<file path="src/rtl/triple_rep_tx.sv">
// rtl/triple_rep_tx.sv - triple-repetition serial frame transmitter
//
// Sends each accepted DATA_W-bit word as a serial frame: start (0), data bits
// LSB first, optional even parity, stop (1). Every symbol is held for exactly
// three clock cycles so a 3-sample majority-vote receiver can absorb one
// corrupted sample per symbol.
//
// Optional feature macro: TRIPLE_REP_PARITY_EN (adds a PARITY symbol between
// the last data bit and the stop symbol).
//
// Ports:
//   CLK        in   clock, all state changes on rising edge
//   RST        in   asynchronous active-high reset
//   DIN        in   payload word, sent LSB first
//   DIN_VALID  in   producer offers DIN this cycle
//   DIN_READY  out  word accepted on the edge where DIN_VALID & DIN_READY
//   TX_OUT     out  registered serial line, idle high
//   TX_ACTIVE  out  high from first start cycle through last stop cycle
//   FRAME_DONE out  one-cycle pulse in the final stop cycle

module triple_rep_tx #(
    parameter int DATA_W = 8
) (
    input  logic              CLK,
    input  logic              RST,
    input  logic [DATA_W-1:0] DIN,
    input  logic              DIN_VALID,
    output logic              DIN_READY,
    output logic              TX_OUT,
    output logic              TX_ACTIVE,
    output logic              FRAME_DONE
);

    localparam int IDX_W = (DATA_W > 1) ? $clog2(DATA_W) : 1;
    localparam logic [IDX_W-1:0] IDX_LAST = IDX_W'(DATA_W - 1);

`ifdef TRIPLE_REP_PARITY_EN
    typedef enum logic [2:0] {
        S_IDLE, S_START, S_DATA, S_PARITY, S_STOP
    } state_t;
`else
    typedef enum logic [1:0] {
        S_IDLE, S_START, S_DATA, S_STOP
    } state_t;
`endif

    state_t              state_q, state_d;
    logic [1:0]          rep_q, rep_d;
    logic [IDX_W-1:0]    idx_q, idx_d;
    logic [DATA_W-1:0]   shift_q, shift_d;
    logic                tx_out_q, tx_out_d;
    logic                ready_q, ready_d;
    logic                active_q, active_d;
    logic                done_q, done_d;
`ifdef TRIPLE_REP_PARITY_EN
    logic                parity_q, parity_d;
`endif

    logic accept;
    logic rep_last;

    always_comb begin
        state_d  = state_q;
        rep_d    = rep_q;
        idx_d    = idx_q;
        shift_d  = shift_q;
`ifdef TRIPLE_REP_PARITY_EN
        parity_d = parity_q;
`endif
        // ready_q is the registered DIN_READY, so acceptance matches what the
        // producer sees on the port.
        accept   = DIN_VALID & ready_q;
        rep_last = (rep_q == 2'd2);

        case (state_q)
            S_IDLE: begin
                if (accept) begin
                    state_d  = S_START;
                    rep_d    = 2'd0;
                    shift_d  = DIN;
`ifdef TRIPLE_REP_PARITY_EN
                    parity_d = ^DIN;
`endif
                end
            end
            S_START: begin
                if (rep_last) begin
                    state_d = S_DATA;
                    rep_d   = 2'd0;
                    idx_d   = '0;
                end else begin
                    rep_d = rep_q + 2'd1;
                end
            end
            S_DATA: begin
                if (rep_last) begin
                    rep_d = 2'd0;
                    if (idx_q == IDX_LAST) begin
                        idx_d = '0;
`ifdef TRIPLE_REP_PARITY_EN
                        state_d = S_PARITY;
`else
                        state_d = S_STOP;
`endif
                    end else begin
                        idx_d   = idx_q + IDX_W'(1);
                        shift_d = shift_q >> 1;
                    end
                end else begin
                    rep_d = rep_q + 2'd1;
                end
            end
`ifdef TRIPLE_REP_PARITY_EN
            S_PARITY: begin
                if (rep_last) begin
                    state_d = S_STOP;
                    rep_d   = 2'd0;
                end else begin
                    rep_d = rep_q + 2'd1;
                end
            end
`endif
            S_STOP: begin
                if (rep_last) begin
                    rep_d = 2'd0;
                    // Back-to-back: a word accepted in the final stop cycle
                    // starts the next frame with no idle gap.
                    if (accept) begin
                        state_d  = S_START;
                        shift_d  = DIN;
`ifdef TRIPLE_REP_PARITY_EN
                        parity_d = ^DIN;
`endif
                    end else begin
                        state_d = S_IDLE;
                    end
                end else begin
                    rep_d = rep_q + 2'd1;
                end
            end
            default: begin
                state_d = S_IDLE;
                rep_d   = 2'd0;
                idx_d   = '0;
            end
        endcase

        // All outputs are registered from the next-state values so the line
        // changes on the same edge as the state it represents.
        tx_out_d = 1'b1;
        case (state_d)
            S_START:  tx_out_d = 1'b0;
            S_DATA:   tx_out_d = shift_d[0];
`ifdef TRIPLE_REP_PARITY_EN
            S_PARITY: tx_out_d = parity_d;
`endif
            default:  tx_out_d = 1'b1;
        endcase
        done_d   = (state_d == S_STOP) && (rep_d == 2'd2);
        ready_d  = (state_d == S_IDLE) || done_d;
        active_d = (state_d != S_IDLE);
    end

    always_ff @(posedge CLK or posedge RST) begin
        if (RST) begin
            state_q  <= S_IDLE;
            rep_q    <= 2'd0;
            idx_q    <= '0;
            shift_q  <= '0;
            tx_out_q <= 1'b1;
            ready_q  <= 1'b0;
            active_q <= 1'b0;
            done_q   <= 1'b0;
`ifdef TRIPLE_REP_PARITY_EN
            parity_q <= 1'b0;
`endif
        end else begin
            state_q  <= state_d;
            rep_q    <= rep_d;
            idx_q    <= idx_d;
            shift_q  <= shift_d;
            tx_out_q <= tx_out_d;
            ready_q  <= ready_d;
            active_q <= active_d;
            done_q   <= done_d;
`ifdef TRIPLE_REP_PARITY_EN
            parity_q <= parity_d;
`endif
        end
    end

    assign DIN_READY  = ready_q;
    assign TX_OUT     = tx_out_q;
    assign TX_ACTIVE  = active_q;
    assign FRAME_DONE = done_q;

endmodule

</file>
<file path="config.mk">
export PLATFORM = sky130hd
export DESIGN_NAME = triple_rep_tx
export DESIGN_NICKNAME = d
export VERILOG_FILES = /design/src/rtl/triple_rep_tx.sv
export SDC_FILE = /design/constraint.sdc
export NUM_CORES = 1
export LEC_CHECK = 0
export CAP_MARGIN = 20
export CORE_MARGIN = 2
export CORE_UTILIZATION = 47
export DETAILED_ROUTE_END_ITERATION = 8
export PLACE_DENSITY = 0.69
export REMOVE_ABC_BUFFERS = 1
export SETUP_SLACK_MARGIN = 0.5
export SLEW_MARGIN = 20
export SYNTH_ARGS = -nofsm -noshare
export SYNTH_HDL_FRONTEND = slang
export SYNTH_SLANG_ARGS = --single-unit
</file>
<file path="constraint.sdc">
create_clock -name CLK -period 1.92 [get_ports CLK]
set_clock_uncertainty 0.2 [all_clocks]
set_input_delay 0.288 -clock CLK [delete_from_list [all_inputs] [get_ports CLK]]
set_output_delay 0.288 -clock CLK [all_outputs]
set_load 0.01 [all_outputs]
</file>
==> impl_results.md, run 1 <==
* Tmin final at roughly 1.9 ns
* FF-to-FF path depth at 7
* TritonCTS buffer count at 3
* Worst reg-to-reg setup slack at around 0.034 ns
* Core area at between 2000 and 2500 sq um
* FF/Latch Area at approximately 480 sq um
* Site Rows at 17
* Adder-Cell Fraction of Synth Area at 0.0721
* Share of the synthesized area in the top cell type at 0.433
* Arrival time of the worst setup path at 1.87 ns
* Unrepaired setup endpoints after global routing: true
* Worst min path class: in -> async
* Top-Level Pins at 15
* Die ar. at roughly 2600 sq um
* GPL Wtd Cong at 0.791
* Power density over the cells at approximately 1800 nW/um^2
* Fraction of synthesized area in multiplexers at 0
* CTS Buffer Depth at 2
* Vias in the first global route at between 900 and 1000
* Vias/cell at 5.66
* Iteration-0 DRC Markers at 16
* WL met3 at between 100 and 150 um
* Total Neg Setup Slack at 0 ns
* Worst-Skew Late Latency at roughly 0.30 ns
* Largest net degree at the start of global routing at 12
* # setup viols final at 0
* P_leak at 0.689 nW
* CTS Sinks at 19
* Worst EP required at around 1.9 ns
* Max-cap violations at 0
* Final ANT Viol Nets at 0
* Clk root buf: clkbuf_4
* Multi-input logic area at around 680 sq um
* Initial antenna violation count at 0
* Ant diodes at 0
* Routed length on met2 at ~1.5 mm
* Max Clk Rate at roughly 0.53 GHz
* Post-Synth Simple-Gate Area at 0.162
* Crit. End Element: flip-flop
* Status: finished clean
* Starting Density at 0.485
* Worst r2r src: state_q[0]
* Nets@finish at roughly 150
* Sequential area share after synthesis at 0.458
* WHS at around 0.015 ns
* R2R Path End: shift_q[3]
* Cell count after synthesis at between 90 and 100
* Via count at a little over 900
* Grt ovf at 0
* DP Wirelength at 1.64 mm
* Final period util at 0.982
* Die Ht at 51.1 um
* DRT Pass-1 Iters at 6
* Area grow syn2layout at 51.0%
* Worst relative slew slack at 0.794
* Total GRT Usage at 0.223
* Share of post-route cells with drive strength above 1 at 0.493
* Mean Syn Cell Area at between 10 and 15 sq um
* Post-synth ARST share at 1.00
* Synth Flop Type: dfrtp_1
* Largest family of logic cells by synthesized area: compound AO/OA/AOI/OAI gates
* Compound-Gate Fraction of Synth Area at 0.272
* Synth area leaders: dfrtp_1 (43%), a22o_1 (9.3%), ha_1 (7.2%), nand2_1 (3.2%), dfstp_2 (2.5%)
* Max layer used: met3
* Placed cell count at ~150
* Non-filler cells, final at ~160
* Drt wl/cell at around 17 um
* Die X at between 50 and 60 um
* Global-route wire length before repair at between 4 and 5 mm
* Fin. max-slew vios at 0
* Fin. Hold Viols at 0
* Mapped cell area at about 1000 sq um
* Largest area contributor in the netlist: dfrtp_1
* Kind of critical path: reg -> reg
* M1 wire length at roughly 1.1 mm
* Post-synthesis register bit count at 19
* IO Port Bufs at 14
* Total Wirelength at 2.77 mm
* Distinct cells, synth at 31
* Fillers at approximately 150
* Largest fanout on the critical path at 8
* Clock transition at path regs at ~0.12 ns
* Worst Tran Pin Value at 0.308 ns
* CTS tree: yes
* VDD IR max at between 1 and 1.5 mV
* EDFF count, synth at 0
* Total power at 0.00283 W
* DR DRC count at 0
* H-tree depth at 1
* XOR/XNOR share of the synthesized area at 0
* CTS Hold Bufs at 0
* Ys Warns at 0
* Worst Setup Start Kind: flip-flop
[cell usage after synthesis (2+ instances only)]
cell type   n
nor2_1      6
inv_1       7
a22o_1     11
a21oi_1     3
a21o_1      2
a31oi_1     2
dfrtp_1    18
nand3b_1    2
ha_1        6
nand3_1     3
nand2_1     9
o21ai_1     3
o21ai_0     5
a32o_1      2
[report_power, final]
part,switching [W],internal [W],leakage [nW]
registers,0.000158,0.000592,0.246
logic,0.000927,0.000944,0.426
clock network,0.000129,0.0000775,0.0177
total,0.00121,0.00161,0.689
[cell usage in the layout (no fill, tap or decap), types with 2 or more instances in the layout]
| cell | Yosys | final |
|---|---|---|
| nand2_1 | 9 | 8 |
| buf_6 | 1 | 9 |
| o21ai_2 | 0 | 5 |
| a31oi_1 | 2 | 2 |
| inv_2 | 0 | 3 |
| inv_1 | 7 | 2 |
| ha_4 | 0 | 4 |
| ha_2 | 0 | 2 |
| nand3b_1 | 2 | 2 |
| clkbuf_2 | 0 | 2 |
| dfrtp_1 | 18 | 16 |
| a21o_1 | 2 | 2 |
| a22o_1 | 11 | 11 |
| a21oi_4 | 1 | 2 |
| nand3_1 | 3 | 3 |
| nor2_1 | 6 | 3 |
| a32o_1 | 2 | 2 |
| inv_4 | 0 | 2 |
| o21ai_0 | 5 | 2 |
| clkdlybuf4s50_1 | 0 | 10 |
| nor2_4 | 0 | 3 |
| buf_4 | 0 | 14 |
| dfrtp_2 | 0 | 2 |
| clkbuf_4 | 0 | 3 |
[logic make-up (layout without fill, tap and decap cells)]
logic type / count (synthesis) / count (layout)
compound gates: 35 / 35
simple gates: 28 / 28
flops: 19 / 19
buf+inv: 8 / 46
fa+ha+maj: 6 / 6
[through the flow]
stage	area, sq um	util	setup WS [ns]
after global placement	1290	0.603	0.00584
after floorplan	1030	-	-0.00806
after global routing	1570	0.732	-0.0348
after CTS	1500	0.697	0.124
after detailed placement	1290	0.603	-0.0467
final	1570	0.732	0.0341
[critical path, cell delays in order, from the launching register on]
cell and delay [ns]:
dfrtp_2 0.45, inv_4 0.07, ha_4 0.20, nor3b_4 0.17, buf_4 0.13, buf_6 0.12, a22o_1 0.20, a22o_1 0.23
[worst max path at each step]
stage / from / to / cells past startpoint
after floorplan: state_q[0] / DIN_READY / 7
after global placement: state_q[1] / shift_q[3] / 6
after detailed placement: state_q[1] / shift_q[2] / 6
after CTS: idx_q[1] / DIN_READY / 6
after global routing: state_q[0] / TX_OUT / 6
final: state_q[0] / shift_q[3] / 7
[final cells by class]
type / count / area share
multi-input cells: 69 / 0.434
flip-flops and latches: 19 / 0.305
repair buffers: 35 / 0.201
well taps: 28 / 0.0223
inverters: 7 / 0.0199
clock buffers: 3 / 0.0143
clock inverters: 1 / 0.00318
[per-layer routing]
metal | vias up | GRT usage
met5 | - | 0
met2 | 34 | 0.418
met4 | 0 | 0.0631
li1 | 430 | -
met1 | 453 | 0.258
met3 | 0 | 0.0380
[sequential cells by signal, summed over array words and instances, names as in the netlist]
signal / cells
rep_q: 2
shift_q: 8
idx_q: 3
TX_OUT: 1
TX_ACTIVE: 1
FRAME_DONE: 1
state_q: 2
DIN_READY: 1
[repair_timing]
item	in CTS	in global routing
setup buffers	6	3
endpoints found under the setup margin	22	22
pin swaps	14	16
resized for setup	49	17
Power figures use the tool's default switching activity.
==> inputs of run 2 (changes only) <==
Settings changed: CORE_UTILIZATION 47 to 30, PLACE_DENSITY 0.69 to 0.47.
==> run 2 against run 1 <==
Compared with the run above: via count down 2.3%; register-to-register slack improved by 0.02 ns; wire length decreased by 7.4%.
==> impl_results.md, run 2 (synthesis gave the netlist of run 1 again) <==
* Arrival time of the worst setup path at 1.89 ns (was 1.87 ns)
* Fin. Hold Viols at 0 (unchanged)
* Ant diodes at 0 (unchanged)
* Vias/cell at 4.84 (was 5.66)
* Worst-Skew Late Latency at 0.31 ns (was 0.30 ns)
* Share of post-route cells with drive strength above 1 at 0.482 (was 0.493)
* Worst EP required at 1.93 ns (was 1.91 ns)
* DP Wirelength at 1.68 mm (was 1.64 mm)
* Status: finished clean (unchanged)
* Unrepaired setup endpoints after global routing: true (unchanged)
* VDD IR max at 0.952 mV (was 1.04 mV)
* Number of flip-flops in the largest register at 8 (unchanged)
* Total GRT Usage at 0.138 (was 0.223)
* Final instance area at 1610 sq um (was 1570 sq um)
* CTS Sinks at 19 (unchanged)
* GPL Wtd Cong at 0.753 (was 0.791)
* Area grow syn2layout at 54.9% (was 51.0%)
* Setup WS pre-CTS at -0.0917 ns (was -0.0467 ns)
* Max Clk Rate at 0.535 GHz (was 0.530 GHz)
* Max-cap violations at 0 (unchanged)
* Worst Setup Start Kind: flip-flop (unchanged)
* Worst r2r src: state_q[1] (was state_q[0])
* FF-to-FF path depth at 7 (unchanged)
* Core area at 3340 sq um (was 2150 sq um)
* Drt wl/cell at 13.9 um (was 17.1 um)
* Top-Level Pins at 15 (unchanged)
* Clk root buf: clkbuf_4 (unchanged)
* Tmin final at 1.87 ns (was 1.89 ns)
* Power density over the cells at 1750 nW/um^2 (was 1800 nW/um^2)
* Nets@finish at 157 (was 152)
* Grt ovf at 0 (unchanged)
* Clock transition at path regs at 0.11 ns (was 0.12 ns)
* Die X at 62.9 um (was 51.1 um)
* Placed cell areas at 1340 sq um (was 1290 sq um)
* Initial antenna violation count at 0 (unchanged)
* Vias in the first global route at 926 (was 912)
* Crit. End Element: flip-flop (unchanged)
* DRT Pass-1 Iters at 4 (was 6)
* CTS Buffer Depth at 2 (unchanged)
* Total Neg Setup Slack at 0 ns (unchanged)
* Final period util at 0.974 (was 0.982)
* Starting Density at 0.312 (was 0.485)
* Fillers at 331 (was 149)
* Via count at 896 (was 917)
* Total Wirelength at 2.57 mm (was 2.77 mm)
* Worst relative slew slack at 0.789 (was 0.794)
* Commonest cells after routing, fill and taps aside: buf_4 (18), dfrtp_1 (17), a22o_1 (11) (was dfrtp_1 (16), buf_4 (14), a22o_1 (11))
* Kind of critical path: reg -> reg (unchanged)
* Biggest regs: shift_q: 8 flops, idx_q: 3 flops (unchanged)
* Worst min path class: in -> async (unchanged)
* CTS tree: yes (unchanged)
* P_leak at 0.703 nW (was 0.689 nW)
* CTS Hold Bufs at 0 (unchanged)
* Largest net degree at the start of global routing at 20 (was 12)
* H-tree depth at 1 (unchanged)
* DR DRC count at 0 (unchanged)
* Largest fanout on the critical path at 5 (was 8)
* IO Port Bufs at 14 (unchanged)
* Iteration-0 DRC Markers at 35 (was 16)
* R2R Path End: DIN_READY (was shift_q[3])
* # setup viols final at 0 (unchanged)
* Worst reg-to-reg setup slack at 0.05 ns (was 0.03 ns)
* Die ar. at 3960 sq um (was 2610 sq um)
* TritonCTS buffer count at 3 (unchanged)
* Final worst setup slack at 0.0491 ns (was 0.0341 ns)
* Site Rows at 21 (was 17)
* Leading cell type in the layout, fill and taps excluded: buf_4 (was dfrtp_1)
* Worst Tran Pin Value at 0.315 ns (was 0.308 ns)
* Global-route wire length before repair at 4.26 mm (was 4.21 mm)
* Fin. max-slew vios at 0 (unchanged)
* Final ANT Viol Nets at 0 (unchanged)
* Die Ht at 62.9 um (was 51.1 um)
* Reg with most FFs: shift_q (unchanged)
## run 2: worst max-delay path, cell delays in order, from the launching register on
cell and delay (ns):
dfrtp_2 0.49, inv_4 0.11, ha_4 0.16, inv_1 0.09
and4_4 0.20, a211oi_4 0.27, nor4b_2 0.10, a21o_1 0.16
## run 2: routing by layer
layer | GRT usage | up-vias | share of wire | wire length, um
li1 | - | 440 | - | -
met1 | 0.170 | 438 | 0.45 | 1150
met2 | 0.238 | 14 | 0.50 | 1290
met3 | 0.0432 | 4 | 0.042 | 107
met4 | 0.0250 | 0 | 0.0086 | 22
met5 | 0 | - | 0 | 0
## run 2: area by class of cell
type	instances	area, sq um	share of cell area
Tap cell	46	57.6	0.0357
Inverter	7	28.8	0.0178
Timing Repair Buffer	40	352	0.218
Clock buffer	4	26.3	0.0163
Multi-Input combinational cell	69	671	0.416
Sequential cell	19	478	0.296
## run 2: worst max path at each step
stage	from	endpoint	slack [ns]	cells after the start
2_1_floorplan	state_q[0]	DIN_READY	-0.008	7
3_3_place_gp	DIN_VALID	TX_OUT	-0.03	6
3_5_place_dp	idx_q[0]	shift_q[2]	-0.09	6
4_1_cts	state_q[0]	DIN_READY	0.04	7
5_1_grt	state_q[0]	TX_OUT	-0.05	7
6_report	state_q[1]	DIN_READY	0.05	7
## run 2: what timing repair did
action                     4_1_cts  5_1_grt
gates resized for setup         50       10
pin swaps                       17        7
setup buffers                    7        4
setup endpoints to repair       22       21
## run 2: stage by stage
step	hold WS [ns]	instances	utilization	power (W)
final	0.0894	185	0.483	0.00282
after floorplan	0.0384	95	-	0.00149
after global placement	0.255	170	0.402	0.00198
after CTS	0.0988	181	0.467	0.00267
after detailed placement	0.259	170	0.402	0.00199
after global routing	0.115	185	0.483	0.00303
## run 2: report_power, final
part / switching, W / internal (W) / leakage, nW
logic: 0.000897 / 0.000978 / 0.441
clock network: 0.000131 / 0.0000813 / 0.0150
registers: 0.000140 / 0.000590 / 0.247
==> inputs of run 3 (changes only) <==
Settings changed: PLACE_DENSITY 0.47 to 0.45, REMOVE_ABC_BUFFERS 1 to unset.
Clock period 1.92 ns to 2.25 ns, I/O delays scaled along.
==> run 3 against run 2 <==
Compared with the run above: largest power group unchanged; global-route usage is 0.38 points lower; final cell count is 5.9% lower; sequential power is 15% lower; sequential share of layout area is 1.8 points higher; design area is 5.5% lower; clock power is 14% lower.
==> impl_results.md, run 3 (synthesis gave the netlist of run 1 again) <==
* Final period util at 0.841 (was 0.974)
* R2R Path End: DIN_READY (unchanged)
* Vias/cell at 4.93 (was 4.84)
* Status: finished clean (unchanged)
* CTS Sinks at 19 (unchanged)
* Worst reg-to-reg setup slack at 0.36 ns (was 0.05 ns)
* Fin. Hold Viols at 0 (unchanged)
* Share of post-route cells with drive strength above 1 at 0.406 (was 0.482)
* TritonCTS buffer count at 3 (unchanged)
* GPL Wtd Cong at 0.741 (was 0.753)
* IO Port Bufs at 14 (unchanged)
* Final ANT Viol Nets at 0 (unchanged)
* Fillers at 326 (was 331)
* Die X at 62.9 um (unchanged)
* Crit. End Element: flip-flop (unchanged)
* Initial antenna violation count at 0 (unchanged)
* Area grow syn2layout at 46.4% (was 54.9%)
* Worst-Skew Late Latency at 0.30 ns (was 0.31 ns)
* Core area at 3340 sq um (unchanged)
* Iteration-0 DRC Markers at 42 (was 35)
* Die ar. at 3960 sq um (unchanged)
* Die Ht at 62.9 um (unchanged)
* Worst Setup Start Kind: flip-flop (unchanged)
* Arrival time of the worst setup path at 1.90 ns (was 1.89 ns)
* Via count at 858 (was 896)
* FF/Latch Area at 479 sq um (was 478 sq um)
* Multi-input logic area at 666 sq um (was 671 sq um)
* Total Wirelength at 2.53 mm (was 2.57 mm)
* Largest fanout on the critical path at 5 (unchanged)
* Worst r2r src: state_q[1] (unchanged)
* Clk root buf: clkbuf_4 (unchanged)
* Global-route wire length before repair at 4.15 mm (was 4.26 mm)
* Syn Nets at ~110
* Nets@finish at 146 (was 157)
* Fin. max-slew vios at 0 (unchanged)
* Top-Level Pins at 15 (unchanged)
* CTS tree: yes (unchanged)
* VDD IR max at 0.542 mV (was 0.952 mV)
* Leading cell type in the layout, fill and taps excluded: dfrtp_1 (was buf_4)
* CTS Buffer Depth at 2 (unchanged)
* Kind of critical path: reg -> reg (unchanged)
* Vias in the first global route at 881 (was 926)
* DP Wirelength at 1.72 mm (was 1.68 mm)
* Number of flip-flops in the largest register at 8 (unchanged)
* H-tree depth at 1 (unchanged)
* WHS at 0.135 ns (was 0.0894 ns)
* Worst min path class: in -> async (unchanged)
* Ant diodes at 0 (unchanged)
* Starting Density at 0.312 (unchanged)
* Site Rows at 21 (unchanged)
* Worst EP required at 2.26 ns (was 1.93 ns)
* Max Clk Rate at 0.528 GHz (was 0.535 GHz)
* Clock transition at path regs at 0.12 ns (was 0.11 ns)
* Largest net degree at the start of global routing at 20 (unchanged)
* Grt ovf at 0 (unchanged)
* Commonest cells after routing, fill and taps aside: dfrtp_1 (16), buf_4 (13), a22o_1 (11) (was buf_4 (18), dfrtp_1 (17), a22o_1 (11))
* Worst Tran Pin Value at 0.346 ns (was 0.315 ns)
* Max-cap violations at 0 (unchanged)
* # setup viols final at 0 (unchanged)
* Unrepaired setup endpoints after global routing: true (unchanged)
* Worst relative slew slack at 0.767 (was 0.789)
* Drt wl/cell at 14.5 um (was 13.9 um)
* Biggest regs: shift_q: 8 flops, idx_q: 3 flops (unchanged)
* Tmin final at 1.89 ns (was 1.87 ns)
* Total Neg Setup Slack at 0 ns (unchanged)
* DRT Pass-1 Iters at 4 (unchanged)
* FF-to-FF path depth at 7 (unchanged)
* P_leak at 0.671 nW (was 0.703 nW)
* Reg with most FFs: shift_q (unchanged)
* Power density over the cells at 1440 nW/um^2 (was 1750 nW/um^2)
* DR DRC count at 0 (unchanged)
* Total GRT Usage at 0.134 (was 0.138)
run 3: cell types whose count changed in the layout (fill, tap and decap cells not counted), moves of 2 or more:
cell	previous run	this run
buf_4	18	13
buf_6	9	2
clkbuf_2	2	0
dlygate4sd2_1	0	2
dlymetal6s2s_1	0	2
inv_2	3	1
o21ai_0	2	4
run 3: how the worst max path moves through the flow:
stage                     startpoint   endpoint  slack [ns]  depth (start not counted)
after CTS                 state_q[0]  DIN_READY        0.37                          7
after global routing      state_q[1]  DIN_READY        0.29                          7
after floorplan           state_q[0]  DIN_READY        0.46                          7
after detailed placement   DIN_VALID  DIN_READY        0.21                          6
after global placement     DIN_VALID  DIN_READY        0.17                          6
final                     state_q[1]  DIN_READY        0.36                          7
run 3: metrics by stage:
stage / area, sq um / util / worst slack, ns / instances / total power, W
after global placement: 1300 / 0.388 / 0.172 / 158 / 0.00168
after detailed placement: 1300 / 0.388 / 0.211 / 158 / 0.00168
after CTS: 1420 / 0.426 / 0.367 / 169 / 0.00202
after floorplan: 1090 / - / 0.456 / 96 / 0.00140
after global routing: 1520 / 0.457 / 0.294 / 174 / 0.00237
final: 1520 / 0.457 / 0.357 / 174 / 0.00219
run 3: power by group:
part           leakage [nW]  total (W)  switching (W)  internal (W)
logic                 0.408    0.00138       0.000711      0.000671
registers             0.246   0.000624       0.000120      0.000505
clock network        0.0177   0.000183       0.000116     0.0000664
run 3: what timing repair did:
item / CTS / global route
hold buffers: 0 / 0
setup endpoints to repair: 15 / 15
gates resized for setup: 12 / 16
buffers inserted: 7 / 5
pin swaps: 5 / 19
run 3: metal layers:
metal | global-route usage | vias up | part of all wire
li1 | - | 417 | -
met2 | 0.227 | 16 | 0.49
met5 | 0 | - | 0
met4 | 0.0583 | 0 | 0.017
met1 | 0.158 | 420 | 0.44
met3 | 0.0378 | 5 | 0.049
run 3: layout make-up:
cell class | instances | area share
clock buffer | 3 | 0.0148
inverter | 7 | 0.0205
sequential | 19 | 0.314
multi-input combinational | 69 | 0.437
tap | 46 | 0.0378
clock inverter | 1 | 0.00328
timing repair buffer | 29 | 0.172
run 3: worst max-delay path, stage by stage, from the launching register on:
cell	delay [ns]
dfrtp_2	0.49
inv_4	0.11
ha_4	0.18
inv_4	0.05
and4_4	0.15
a211oi_4	0.35
nor4b_4	0.10
a21o_1	0.16
==> variant 1: new RTL, flow settings as in run 2 <==
Set the parameter `DATA_W` to 16 (it was 8).
--- a/src/rtl/triple_rep_tx.sv
+++ b/src/rtl/triple_rep_tx.sv
@@ -19,7 +19,7 @@
 //   FRAME_DONE out  one-cycle pulse in the final stop cycle
 
 module triple_rep_tx #(
-    parameter int DATA_W = 8
+    parameter int DATA_W = 16
 ) (
     input  logic              CLK,
     input  logic              RST,
Ports: changed (resized DIN); port bits go from 15 to 23. No check against the original RTL was run, so the function may have changed too.
==> variant 1 against run 2 <==
  * Core utilization grew 3.5 points
  * Worst setup slack lost 0.079 ns
  * Synthesized cell count grew 100%
  * Sequential share of layout area shrank 4.7 points
  * The flow now finishes with violations (setup timing)
  * Critical path type unchanged
  * Final area grew 75%
  * Sequential cell count grew 9
  * First-iteration DRC count shrank 2.9%
  * Highest routed layer unchanged
  * Area after synthesis grew 60%
  * Via count grew 86%
  * Wire length grew 100%
Power is left out: it rests on default switching activity, and per cell area and clock period it moved more than threefold.
==> variant 1: results (changes against run 2) <==
yosys-top-cells-count: "nand2_1, a21oi_1, dfrtp_1"  # was dfrtp_1, a22o_1, nand2_1
nets: 283  # was 157
synthAdderAreaFrac_pct: 3.762  # was 7.212%
dr_wl_met2_um: 2719  # was 1289 um
port_buffers: 22  # was 14
synth_compound_area_share_pct: 22.95  # was 27.16%
arrival_ns: 1.97  # was 1.89 ns
run_status: "finished, violations left"  # was complete, no violations
place_inst: 300  # was 170
post_dp_cell_area_um2: 2125  # was 1340 um^2
drt_wl_total_um: 5206  # was 2565 um
place.gp.congestion: 0.8459  # was 0.7530
final.fill_count: 476  # was 331
synth_top_cells_by_area: "dfrtp_1, a21oi_1, nand2_1"  # was dfrtp_1, a22o_1, ha_1
setup_viol: 8  # was 0
met1_length_um: 2244  # was 1145 um
ys_seq_area_share_pct: 42.21  # was 45.79%
grt_max_degree: 29  # was 20
clock_latency_ns: 0.29  # was 0.31 ns
grt_pass1_wl_um: 8590  # was 4264 um
cpPeakStageDelay_ns: 0.42  # was 0.49 ns
num_vias: 1669  # was 896
startpoint: "state_q[0]$_DFF_PP0_"  # was state_q[1]$_DFF_PP0_
setup_ws_ns: -0.03039  # was 0.04910 ns
viasPerCell: 5.058  # was 4.843
violations: "setup timing"
hold_ws_ns: 0.1581  # was 0.08943 ns
crit_fanout: 4  # was 5
ys_types: 40  # was 31
cp_top_family: "compound AO/OA/AOI/OAI gates"  # was flip-flops
synthXorXnorAreaFrac_pct: 0.5267  # was 0%
[variant 1: changes by cell type in the layout (fill, tap and decap cells not counted), sizes merged, moves of 5 or more]
cell,change
o21ai,-5
a21oi,+27
dfrtp,+9
clkdlybuf4s50,+8
o31ai,+15
nand3,+15
a22o,-10
buf,+30
nand2,+27
[variant 1: repair_timing]
item,CTS,global route
pin swaps,20,6
buffers inserted,16,6
endpoints found under the hold margin,0,0
hold buffers,0,0
endpoints found under the setup margin,32,32
resized for setup,91,19
cloned,3,1
[variant 1: cell type report]
type,instances,area (um^2),share of cell area (%)
Multi-Input combinational cell,141,1134,40.23
Timing Repair Buffer,79,798.3,28.33
Sequential cell,28,701.9,24.91
Tap cell,72,90.09,3.197
Clock buffer,3,41.29,1.465
Clock inverter,1,30.03,1.066
Inverter,6,22.52,0.7993
[variant 1: layer usage]
layer | up-vias | global-route usage [%]
met3 | 6 | 2.069
met4 | 0 | 4.737
li1 | 820 | -
met1 | 813 | 20.16
met5 | - | 0
met2 | 30 | 34.22
==> variant 2: new RTL, settings of run 2 <==
Made on the original files. Re-encode `state_t` (4 states) as Gray code, 2 bits wide.
--- a/src/rtl/triple_rep_tx.sv
+++ b/src/rtl/triple_rep_tx.sv
@@ -40,7 +40,7 @@
     } state_t;
 `else
     typedef enum logic [1:0] {
-        S_IDLE, S_START, S_DATA, S_STOP
+        S_IDLE = 2'b00, S_START = 2'b01, S_DATA = 2'b11, S_STOP = 2'b10
     } state_t;
 `endif
 
Behaviour: no difference found for any inputs over 10 cycles, from zero or initial values and one cycle with RST high; not proved beyond that.
==> variant 2 against run 2 <==
  * First-iteration DRC count fell by 69%
  * Final area decreased by 25%
  * Wire length down 24%
  * Area after synthesis down 15%
  * Sequential cell count is the same
  * Worst setup slack better by 0.061 ns
  * Non-clock buffer count decreased by 14
  * Critical path depth down 1
  * Critical path type unchanged
Power is not compared: it rests on default switching activity, and its combinational part moved more than twofold at a synthesized area within 25%.
==> variant 2: results (changes against run 2) <==
cp_top_family: "compound AO/OA/AOI/OAI gates"  # was flip-flops
place_ws_ns: 0.01293  # was -0.09167 ns
drt_iter0_drc: 11  # was 35
cpPeakStageDelay_ns: 0.40  # was 0.49 ns
first_pass_iters: 6  # was 4
final.period_utilization_pct: 94.25  # was 97.44%
met1_length_um: 917  # was 1145 um
use_met2_pct: 20.22  # was 23.80%
crit_fanout: 2  # was 5
place.gp.congestion: 0.7734  # was 0.7530
cp_slowest_cell: "dfrtp_1"  # was dfrtp_2
clockBufferDepth: 2  # unchanged
post_dp_cell_area_um2: 1107  # was 1340 um^2
regToRegSetupSlack_ns: 0.11  # was 0.05 ns
grt_usage_pct: 12.45  # was 13.83%
drive_gt1_share_pct: 32.08  # was 48.20%
synth_compound_area_share_pct: 23.52  # was 27.16%
grt_max_degree: 12  # was 20
dpl.hpwl_um: 1386  # was 1681 um
dr_wl_met2_um: 928  # was 1289 um
dr_wl_met3_um: 79  # was 107 um
arrival_ns: 1.86  # was 1.89 ns
ys_seq_area_share_pct: 53.66  # was 45.79%
run_status: "complete, no violations"  # unchanged
ys_types: 30  # was 31
synthMuxAreaShare_pct: 1.268  # was 0%
grt_util_met1_pct: 15.72  # was 17.04%
port_buffers: 14  # unchanged
grtUsageMet3_pct: 3.956  # was 4.324%
num_vias: 704  # was 896
yosys-top-cells-count: "dfrtp_1, nand2_1, a21o_1, a22o_1, o21ai_0"  # was dfrtp_1, a22o_1, nand2_1
grt_pass1_vias: 709  # was 926
grt_pass1_wl_um: 3180  # was 4264 um
synthAdderAreaFrac_pct: 2.817  # was 7.212%
synth_top_cells_by_area: "dfrtp_1, a22o_1, a21o_1"  # was dfrtp_1, a22o_1, ha_1
nets: 120  # was 157
==> variant 2: worst paths after layout <==
check	start	end	depth (start not counted)
max in group asynchronous	RST	rep_q[0]$_DFF_PP0_	3
min in group CLK	shift_q[3]$_DFFE_PP0P_	shift_q[3]$_DFFE_PP0P_	1
min reg2reg	shift_q[3]$_DFFE_PP0P_	shift_q[3]$_DFFE_PP0P_	1
max	idx_q[1]$_DFFE_PP0P_	TX_OUT$_DFF_PP1_	6
min	RST	shift_q[6]$_DFFE_PP0P_	2
max reg2reg	idx_q[1]$_DFFE_PP0P_	TX_OUT$_DFF_PP1_	6
==> variant 2: per-stage QoR <==
stage | hold WS [ns] | instances | utilization (%)
global placement | 0.2614 | 128 | 39.81
detailed placement | 0.2697 | 128 | 39.81
global route | 0.05821 | 137 | 43.59
finish | 0.03652 | 137 | 43.59
CTS | 0.04833 | 133 | 41.79
floorplan | 0.03839 | 76 | -
==> variant 2: cell families (layout without fill, tap and decap cells) <==
kind of cell | Yosys count | in the layout
mux | 1 | 1
simple gates | 27 | 27
compound gates | 26 | 26
fa+ha+maj | 2 | 2
flops | 19 | 19
buf+inv | 3 | 31
==> variant 2: repair_timing <==
item                                    CTS  global route
gates cloned                              0             0
endpoints found under the setup margin   18            17
pin swaps                                 3             9
gates resized for setup                  19            11
buffers inserted                          1             4
==> variant 2: power breakdown <==
part	internal, mW	switching (mW)	leakage (nW)	total (mW)
clock network	0.0778	0.133	0.0177	0.211
logic	0.355	0.265	0.322	0.620
registers	0.558	0.160	0.236	0.718
==> variant 2: final cells by class <==
class | instances | area, um^2
fillers | 279 | 1569
well taps | 31 | 38.79
clock inverters | 1 | 5.005
flip-flops and latches | 19 | 479.2
inverters | 1 | 3.754
multi-input cells | 56 | 435.4
repair buffers | 26 | 227.7
clock buffers | 3 | 22.52
